<file path="config.mk">
export PLATFORM = sky130hd
export DESIGN_NAME = alu_op_sequencer
export DESIGN_NICKNAME = d
export VERILOG_FILES = /design/src/rtl/alu_op_sequencer.sv
export SDC_FILE = /design/constraint.sdc
export NUM_CORES = 1
export LEC_CHECK = 0
export ABC_AREA = 1
export CORE_MARGIN = 5
export CORE_UTILIZATION = 50
export CTS_CLUSTER_SIZE = 8
export DETAILED_ROUTE_END_ITERATION = 10
export GPL_TIMING_DRIVEN = 0
export PLACE_DENSITY_LB_ADDON = 0.08
export SLEW_MARGIN = 10
export SYNTH_ARGS = -nofsm -noshare
export SYNTH_HDL_FRONTEND = slang
export SYNTH_SLANG_ARGS = --single-unit
</file>
<file path="constraint.sdc">
create_clock -name clk -period 1.3 [get_ports clk]
set_input_delay 0.13 -clock clk [delete_from_list [all_inputs] [get_ports clk]]
set_output_delay 0.13 -clock clk [all_outputs]
set_load 0.1 [all_outputs]
</file>
<file path="src/rtl/alu_op_sequencer.sv">
// Micro-step control sequencer for the register/bus/adder datapath.
// Define SEQ_WRITEBACK_EN to enable the ADD writeback step (T2/W2 and RZout).
module alu_op_sequencer #(
   parameter int STALL_CYCLES = 0
) (
   input  logic       clk,
   input  logic       clear,
   input  logic       start,
   input  logic [1:0] op,
   output logic       busy,
   output logic       done,
   output logic       RAin,
   output logic       RBin,
   output logic       RZin,
   output logic       RAout,
   output logic       RBout,
   output logic       RZout
);

   typedef enum logic [2:0] {
      IDLE = 3'd0,
      T1   = 3'd1,
      W1   = 3'd2,
      T2   = 3'd3,
      W2   = 3'd4,
      DONE = 3'd5
   } state_t;

   localparam logic [1:0] OP_NOP = 2'b00;
   localparam logic [1:0] OP_LDI = 2'b01;
   localparam logic [1:0] OP_MOV = 2'b10;
   localparam logic [1:0] OP_ADD = 2'b11;

   localparam logic       STALL_EN   = (STALL_CYCLES > 0) ? 1'b1 : 1'b0;
   localparam logic [3:0] STALL_LOAD = (STALL_CYCLES > 0) ? 4'(STALL_CYCLES - 1) : 4'd0;
`ifdef SEQ_WRITEBACK_EN
   localparam logic       WB_EN      = 1'b1;
`else
   localparam logic       WB_EN      = 1'b0;
`endif

   state_t     state_r, state_n_s;
   logic [1:0] op_r, op_n_s;
   logic [3:0] cnt_r, cnt_n_s;
   logic       wb_add_s;

   logic busy_s, done_s, rain_s, rbin_s, rzin_s, raout_s, rbout_s;
   logic busy_r, done_r, rain_r, rbin_r, rzin_r, raout_r, rbout_r;

   assign wb_add_s = WB_EN & (op_r == OP_ADD);

   // Next-state, opcode latch and stall counter logic.
   always_comb begin
      state_n_s = state_r;
      op_n_s    = op_r;
      cnt_n_s   = cnt_r;
      case (state_r)
         IDLE: begin
            if (start) begin
               op_n_s = op;
               if (op == OP_NOP) begin
                  state_n_s = DONE;
               end else begin
                  state_n_s = T1;
               end
            end else begin
               state_n_s = IDLE;
            end
         end
         T1: begin
            if (STALL_EN) begin
               state_n_s = W1;
               cnt_n_s   = STALL_LOAD;
            end else if (wb_add_s) begin
               state_n_s = T2;
            end else begin
               state_n_s = DONE;
            end
         end
         W1: begin
            if (cnt_r == 4'd0) begin
               state_n_s = wb_add_s ? T2 : DONE;
            end else begin
               cnt_n_s = cnt_r - 4'd1;
            end
         end
         T2: begin
            if (STALL_EN) begin
               state_n_s = W2;
               cnt_n_s   = STALL_LOAD;
            end else begin
               state_n_s = DONE;
            end
         end
         W2: begin
            if (cnt_r == 4'd0) begin
               state_n_s = DONE;
            end else begin
               cnt_n_s = cnt_r - 4'd1;
            end
         end
         DONE:    state_n_s = IDLE;
         default: state_n_s = IDLE;
      endcase
   end

   // Moore decode of the upcoming state so every output leaves a flop.
   always_comb begin
      busy_s  = (state_n_s != IDLE);
      done_s  = (state_n_s == DONE);
      rain_s  = 1'b0;
      rbin_s  = 1'b0;
      rzin_s  = 1'b0;
      raout_s = 1'b0;
      rbout_s = 1'b0;
      case (state_n_s)
         T1: begin
            case (op_n_s)
               OP_LDI: rain_s = 1'b1;
               OP_MOV: begin
                  raout_s = 1'b1;
                  rbin_s  = 1'b1;
               end
               OP_ADD: begin
                  rbout_s = 1'b1;
                  rzin_s  = 1'b1;
               end
               default: rain_s = 1'b0;
            endcase
         end
         T2:      rbin_s = 1'b1;
         default: rbin_s = 1'b0;
      endcase
   end

   // State, opcode, counter and output registers.
   always_ff @(posedge clk or posedge clear) begin
      if (clear) begin
         state_r <= IDLE;
         op_r    <= 2'b00;
         cnt_r   <= 4'd0;
         busy_r  <= 1'b0;
         done_r  <= 1'b0;
         rain_r  <= 1'b0;
         rbin_r  <= 1'b0;
         rzin_r  <= 1'b0;
         raout_r <= 1'b0;
         rbout_r <= 1'b0;
      end else begin
         state_r <= state_n_s;
         op_r    <= op_n_s;
         cnt_r   <= cnt_n_s;
         busy_r  <= busy_s;
         done_r  <= done_s;
         rain_r  <= rain_s;
         rbin_r  <= rbin_s;
         rzin_r  <= rzin_s;
         raout_r <= raout_s;
         rbout_r <= rbout_s;
      end
   end

`ifdef SEQ_WRITEBACK_EN
   logic rzout_r;

   // Writeback bus drive, only present when the T2 step exists.
   always_ff @(posedge clk or posedge clear) begin
      if (clear) begin
         rzout_r <= 1'b0;
      end else begin
         rzout_r <= (state_n_s == T2);
      end
   end

   assign RZout = rzout_r;
`else
   assign RZout = 1'b0;
`endif

   assign busy  = busy_r;
   assign done  = done_r;
   assign RAin  = rain_r;
   assign RBin  = rbin_r;
   assign RZin  = rzin_r;
   assign RAout = raout_r;
   assign RBout = rbout_r;

endmodule
</file>
## After elaboration in Yosys (flattened, before gate mapping)

Index checks and enable logic that the tools add are counted.

- Add/sub/neg operators: 1
- Equality and inequality tests: 10
- Mux-type cells: 13
- Bitwise logic cells: 1
- Reduce and logical (&&, ||, !) cells: 7

Operators with widths:

| cell | number |
|---|---|
| $eq 3x2->1 const B | 3 |
| $mux 3 | 3 |
| $pmux 3 s3 | 1 |
| $eq 3x1->1 const B | 2 |
| $eq 3x3->1 const B | 2 |
| $mux 1 | 6 |
| $eq 2x2->1 const B | 2 |
| $logic_not 4->1 | 1 |
| $mux 2 | 2 |
| $reduce_or 2->1 | 2 |
| $sub 4x1->4 const B | 1 |
| $logic_not 3->1 | 1 |
| $reduce_bool 3->1 | 1 |
| $eq 2x1->1 const B | 1 |
| $logic_not 2->1 | 1 |
| $pmux 1 s2 | 1 |
| $reduce_and 2->1 | 1 |
| $not 1->1 | 1 |

- Register bits: 15
- Input bits: 5
- Output and inout port bits: 8
- Logic and storage cells: 41

## Depth between registers and ports, before layout

- Word-level depth: 6
- Gate-level depth with buffers: 8

## Worst setup path before layout

OpenSTA, ideal clock, no wires.

- Kind: reg2out
- From: reg, netlist name RBout
- To: out RZin
- Arrival: 1.324 ns
- Required time: 1.170 ns
- Setup slack: -0.154 ns
- Stages on the path, launching flop included: 2
- Buffers on the path: 1
- Cells stage by stage: dfrtp_1 -> buf_4

RTL lines:

| item | line | text |
|---|---|---|
| end: declaration | 14 | `output logic RZin,` |

## Final worst setup path

- From: reg rain_r (netlist: RAin)
- To: out RAin

RTL lines:

| item | line | text |
|---|---|---|
| start: declaration | 48 | `logic busy_r, done_r, rain_r, rbin_r, rzin_r, raout_r, rbout_r;` |
| start signal: assignment | 155 | `rain_r <= rain_s;` |
| end: declaration | 12 | `output logic RAin,` |

No word-level cell between the ends.

==> flow_metrics.env <==
export IMPL_status="finished clean"
export IMPL_wl_per_cell_um=9.91
export IMPL_drv_cap=0
export IMPL_overflow=0
export IMPL_die_w_um=48.8
export IMPL_yosysUniqueCellTypes=19
export IMPL_syn_nets=100
export IMPL_synthTopCellsByCount="29 x nand2_1, 15 x dfrtp_1, 13 x inv_1, 8 x nor2_1"
export IMPL_max_freq_ghz=0.794
export IMPL_cts_tree="built"
export IMPL_drive_gt1_frac=0.284
export IMPL_placed_area_um2=886
export IMPL_utilization=0.614
export IMPL_layout_min_cycle_time_ns=1.26
export IMPL_hold_class="in2async"
export IMPL_synthArstFlopShare=1.00
export IMPL_rows=14
export IMPL_p_sw_mw=0.842
export IMPL_yosysWarnings=0
export IMPL_cpLargestDelayFamily="buffers and inverters"
export IMPL_ios=13
export IMPL_hold_viol=0
export IMPL_grt_pass1_vias=513
export IMPL_wl_um=1240
export IMPL_startpoint_type="register"
export IMPL_place_gp_congestion=0.777
export IMPL_peakVddDrop_mv=1.32
export IMPL_die_h_um=48.8
export IMPL_max_clock_path_buffers=2
export IMPL_grtUsageTotal=0.114
export IMPL_hold_buffers=0
export IMPL_yosysSeqAreaShare=0.498
export IMPL_setup_viol=0
export IMPL_required_ns=1.17
export IMPL_syn_cell_area_um2=754
export IMPL_grt_pass1_wl_um=2170
export IMPL_placeableCoreArea_um2=1470
export IMPL_drv_slew=0
export IMPL_pwr_share_comb=0.486
export IMPL_numCtsBuffers=3
export IMPL_syn_inst=94
export IMPL_slowest_delay_ns=0.53
export IMPL_start_util=0.513
export IMPL_synth_top_area_frac=0.498
export IMPL_dieArea_um2=2390
export IMPL_worstSkewPairLatency_ns=0.28
export IMPL_viasPerCell=4.50
export IMPL_grt_max_degree=16
export IMPL_clk_pin_slew_ns=0.10
export IMPL_io_buffers=11
export IMPL_synth_area_leaders="dfrtp_1 50%, nand2_1 14%, inv_1 6.5%"
export IMPL_path_max_fanout=1
export IMPL_cellPowerDensity_nw_per_um2=1920
export IMPL_nets=116
export IMPL_p_clk_frac=0.154
export IMPL_final_cell_area_um2=903
export IMPL_finalCritPeriodShare=0.969
export IMPL_drtIter0Drc=4
export IMPL_path_class="reg2out"
export IMPL_htreeDepth=1
export IMPL_skew_ns=0.00680
export IMPL_rsz0062_at_grt="false"
export IMPL_antenna_found_initial=0
export IMPL_critical_path_buf_inv_count=1
export IMPL_routed_via_count=562
export IMPL_cts_sinks=15
export IMPL_setup_tns_ns=0
export IMPL_synth_top_flop_cell="dfrtp_1"
export IMPL_synth_edf_count=0
export IMPL_crit_chain="clkdlybuf4s18_2"
export IMPL_slew_headroom=0.635
export IMPL_yosysTopAreaCell="dfrtp_1"
export IMPL_tightest_slew_ns=0.547
export IMPL_ys_ff_latch=15
export IMPL_sequentialPowerShare=0.360
export IMPL_worstPathArrival_ns=1.13
export IMPL_dr_pass1_iters=4
export IMPL_swShare=0.485
export IMPL_p_leak_nw=0.476
export IMPL_finalPower_mw=1.74
export IMPL_cts_root_buf="clkbuf_4"
export IMPL_cp_end_kind="output pin"
export IMPL_ant_nets=0
export IMPL_hpwlAfterDp_um=930
export IMPL_antenna_diode_count=0
export IMPL_internal_power_mw=0.893
export IMPL_synth_most_common_cell="nand2_1"
export IMPL_crit_path_top_delay_cell="clkdlybuf4s18_2"
export IMPL_drc=0
export IMPL_area_delta_synth_final_pct=19.7
export IMPL_syn_area_per_cell_um2=8.03
metrics by stage:
stage	hold slack [ns]	setup slack, ns	cells
after global placement	0.475	-0.368	121
after floorplan	0.0314	0.133	94
after global routing	0.242	0.00314	125
after detailed placement	0.486	-0.381	121
final	0.184	0.0404	125
after CTS	0.207	0.00442	125
logic make-up after synthesis:
group	after synthesis	share of synthesized area
simple gates	50	0.303
buf+inv	19	0.104
flops	15	0.498
compound gates	6	0.0497
xor+xnor	2	0.0232
fa+ha+maj	1	0.0166
other cells	1	0.00497
path summary, 6_finish.rpt:
kind                       startpoint  endpoint  slack, ns  depth (start not counted)
min in group clk             cnt_r[1]  cnt_r[1]       0.51                          2
hold / removal                  clear  cnt_r[3]       0.18                          2
setup / recovery                 RAin      RAin       0.04                          1
setup reg to reg           state_r[1]     RAout       0.11                          8
max in group asynchronous       clear     RBout       0.72                          2
hold reg to reg              cnt_r[1]  cnt_r[1]       0.51                          2
worst reg2reg max path: stages (launching register included):
cell	delay (ns)
dfrtp_1	0.44
nor2_4	0.15
nand2_4	0.07
inv_2	0.08
nand2_2	0.08
nand2_1	0.08
nand2_2	0.06
nand2_1	0.07
nor2_1	0.05
per-layer routing:
| layer | up-vias | wire (um) | track usage |
|---|---|---|---|
| met5 | - | 0 | 0 |
| met4 | 0 | 14 | 0.0404 |
| met3 | 2 | 45 | 0.0306 |
| met2 | 10 | 560 | 0.165 |
| met1 | 240 | 619 | 0.161 |
| li1 | 310 | - | - |
layout make-up:
cell class | count | area, um2
plain buffers | 2 | 15.0
clock buffers | 4 | 26.3
fillers | 140 | 568
inverters | 17 | 63.8
multi-input cells | 60 | 318
flip-flops and latches | 15 | 378
well taps | 16 | 20.0
repair buffers | 11 | 82.6
placed cells by master, fill, tap and decap left out:
master,netlist,layout
clkbuf_1,0,1
buf_2,0,5
conb_1,1,1
clkdlybuf4s18_2,0,1
nor2_4,1,2
ha_2,0,1
nand3_1,4,4
nand3_2,1,1
nand4_1,1,1
nor2_1,8,7
o21ai_0,1,1
clkdlybuf4s50_1,0,4
dfrtp_1,15,13
dfrtp_2,0,2
o21ai_1,3,3
inv_1,13,13
nor2_2,2,2
nand2_2,3,3
xor2_1,2,2
o21ai_2,2,2
nand2_4,1,2
nand2_1,29,28
inv_2,4,4
clkbuf_4,0,3
buf_4,2,3
state kept, by name, indices dropped and copies added (netlist names):
name / flops
RAin: 1
RAout: 1
RBin: 1
RBout: 1
busy: 1
cnt_r: 4
done: 1
op_r: 2
state_r: 3
power groups by stage:
stage | Sequential [mW] | Clock [mW] | Combinational, mW
global route | 0.640 | 0.298 | 0.933
detailed placement | 0.625 | 0 | 0.870
global placement | 0.622 | 0 | 0.866
floorplan | 0.864 | 0 | 0.463
CTS | 0.618 | 0.274 | 0.860
finish | 0.624 | 0.267 | 0.844
what timing repair did:
action | in CTS | in global routing
pin swaps | 0 | 2
setup buffers | 0 | 0
resized for setup | 25 | 14
setup endpoints to repair | 7 | 12
gates cloned | 0 | 0
(Power assumes the default switching activity.)
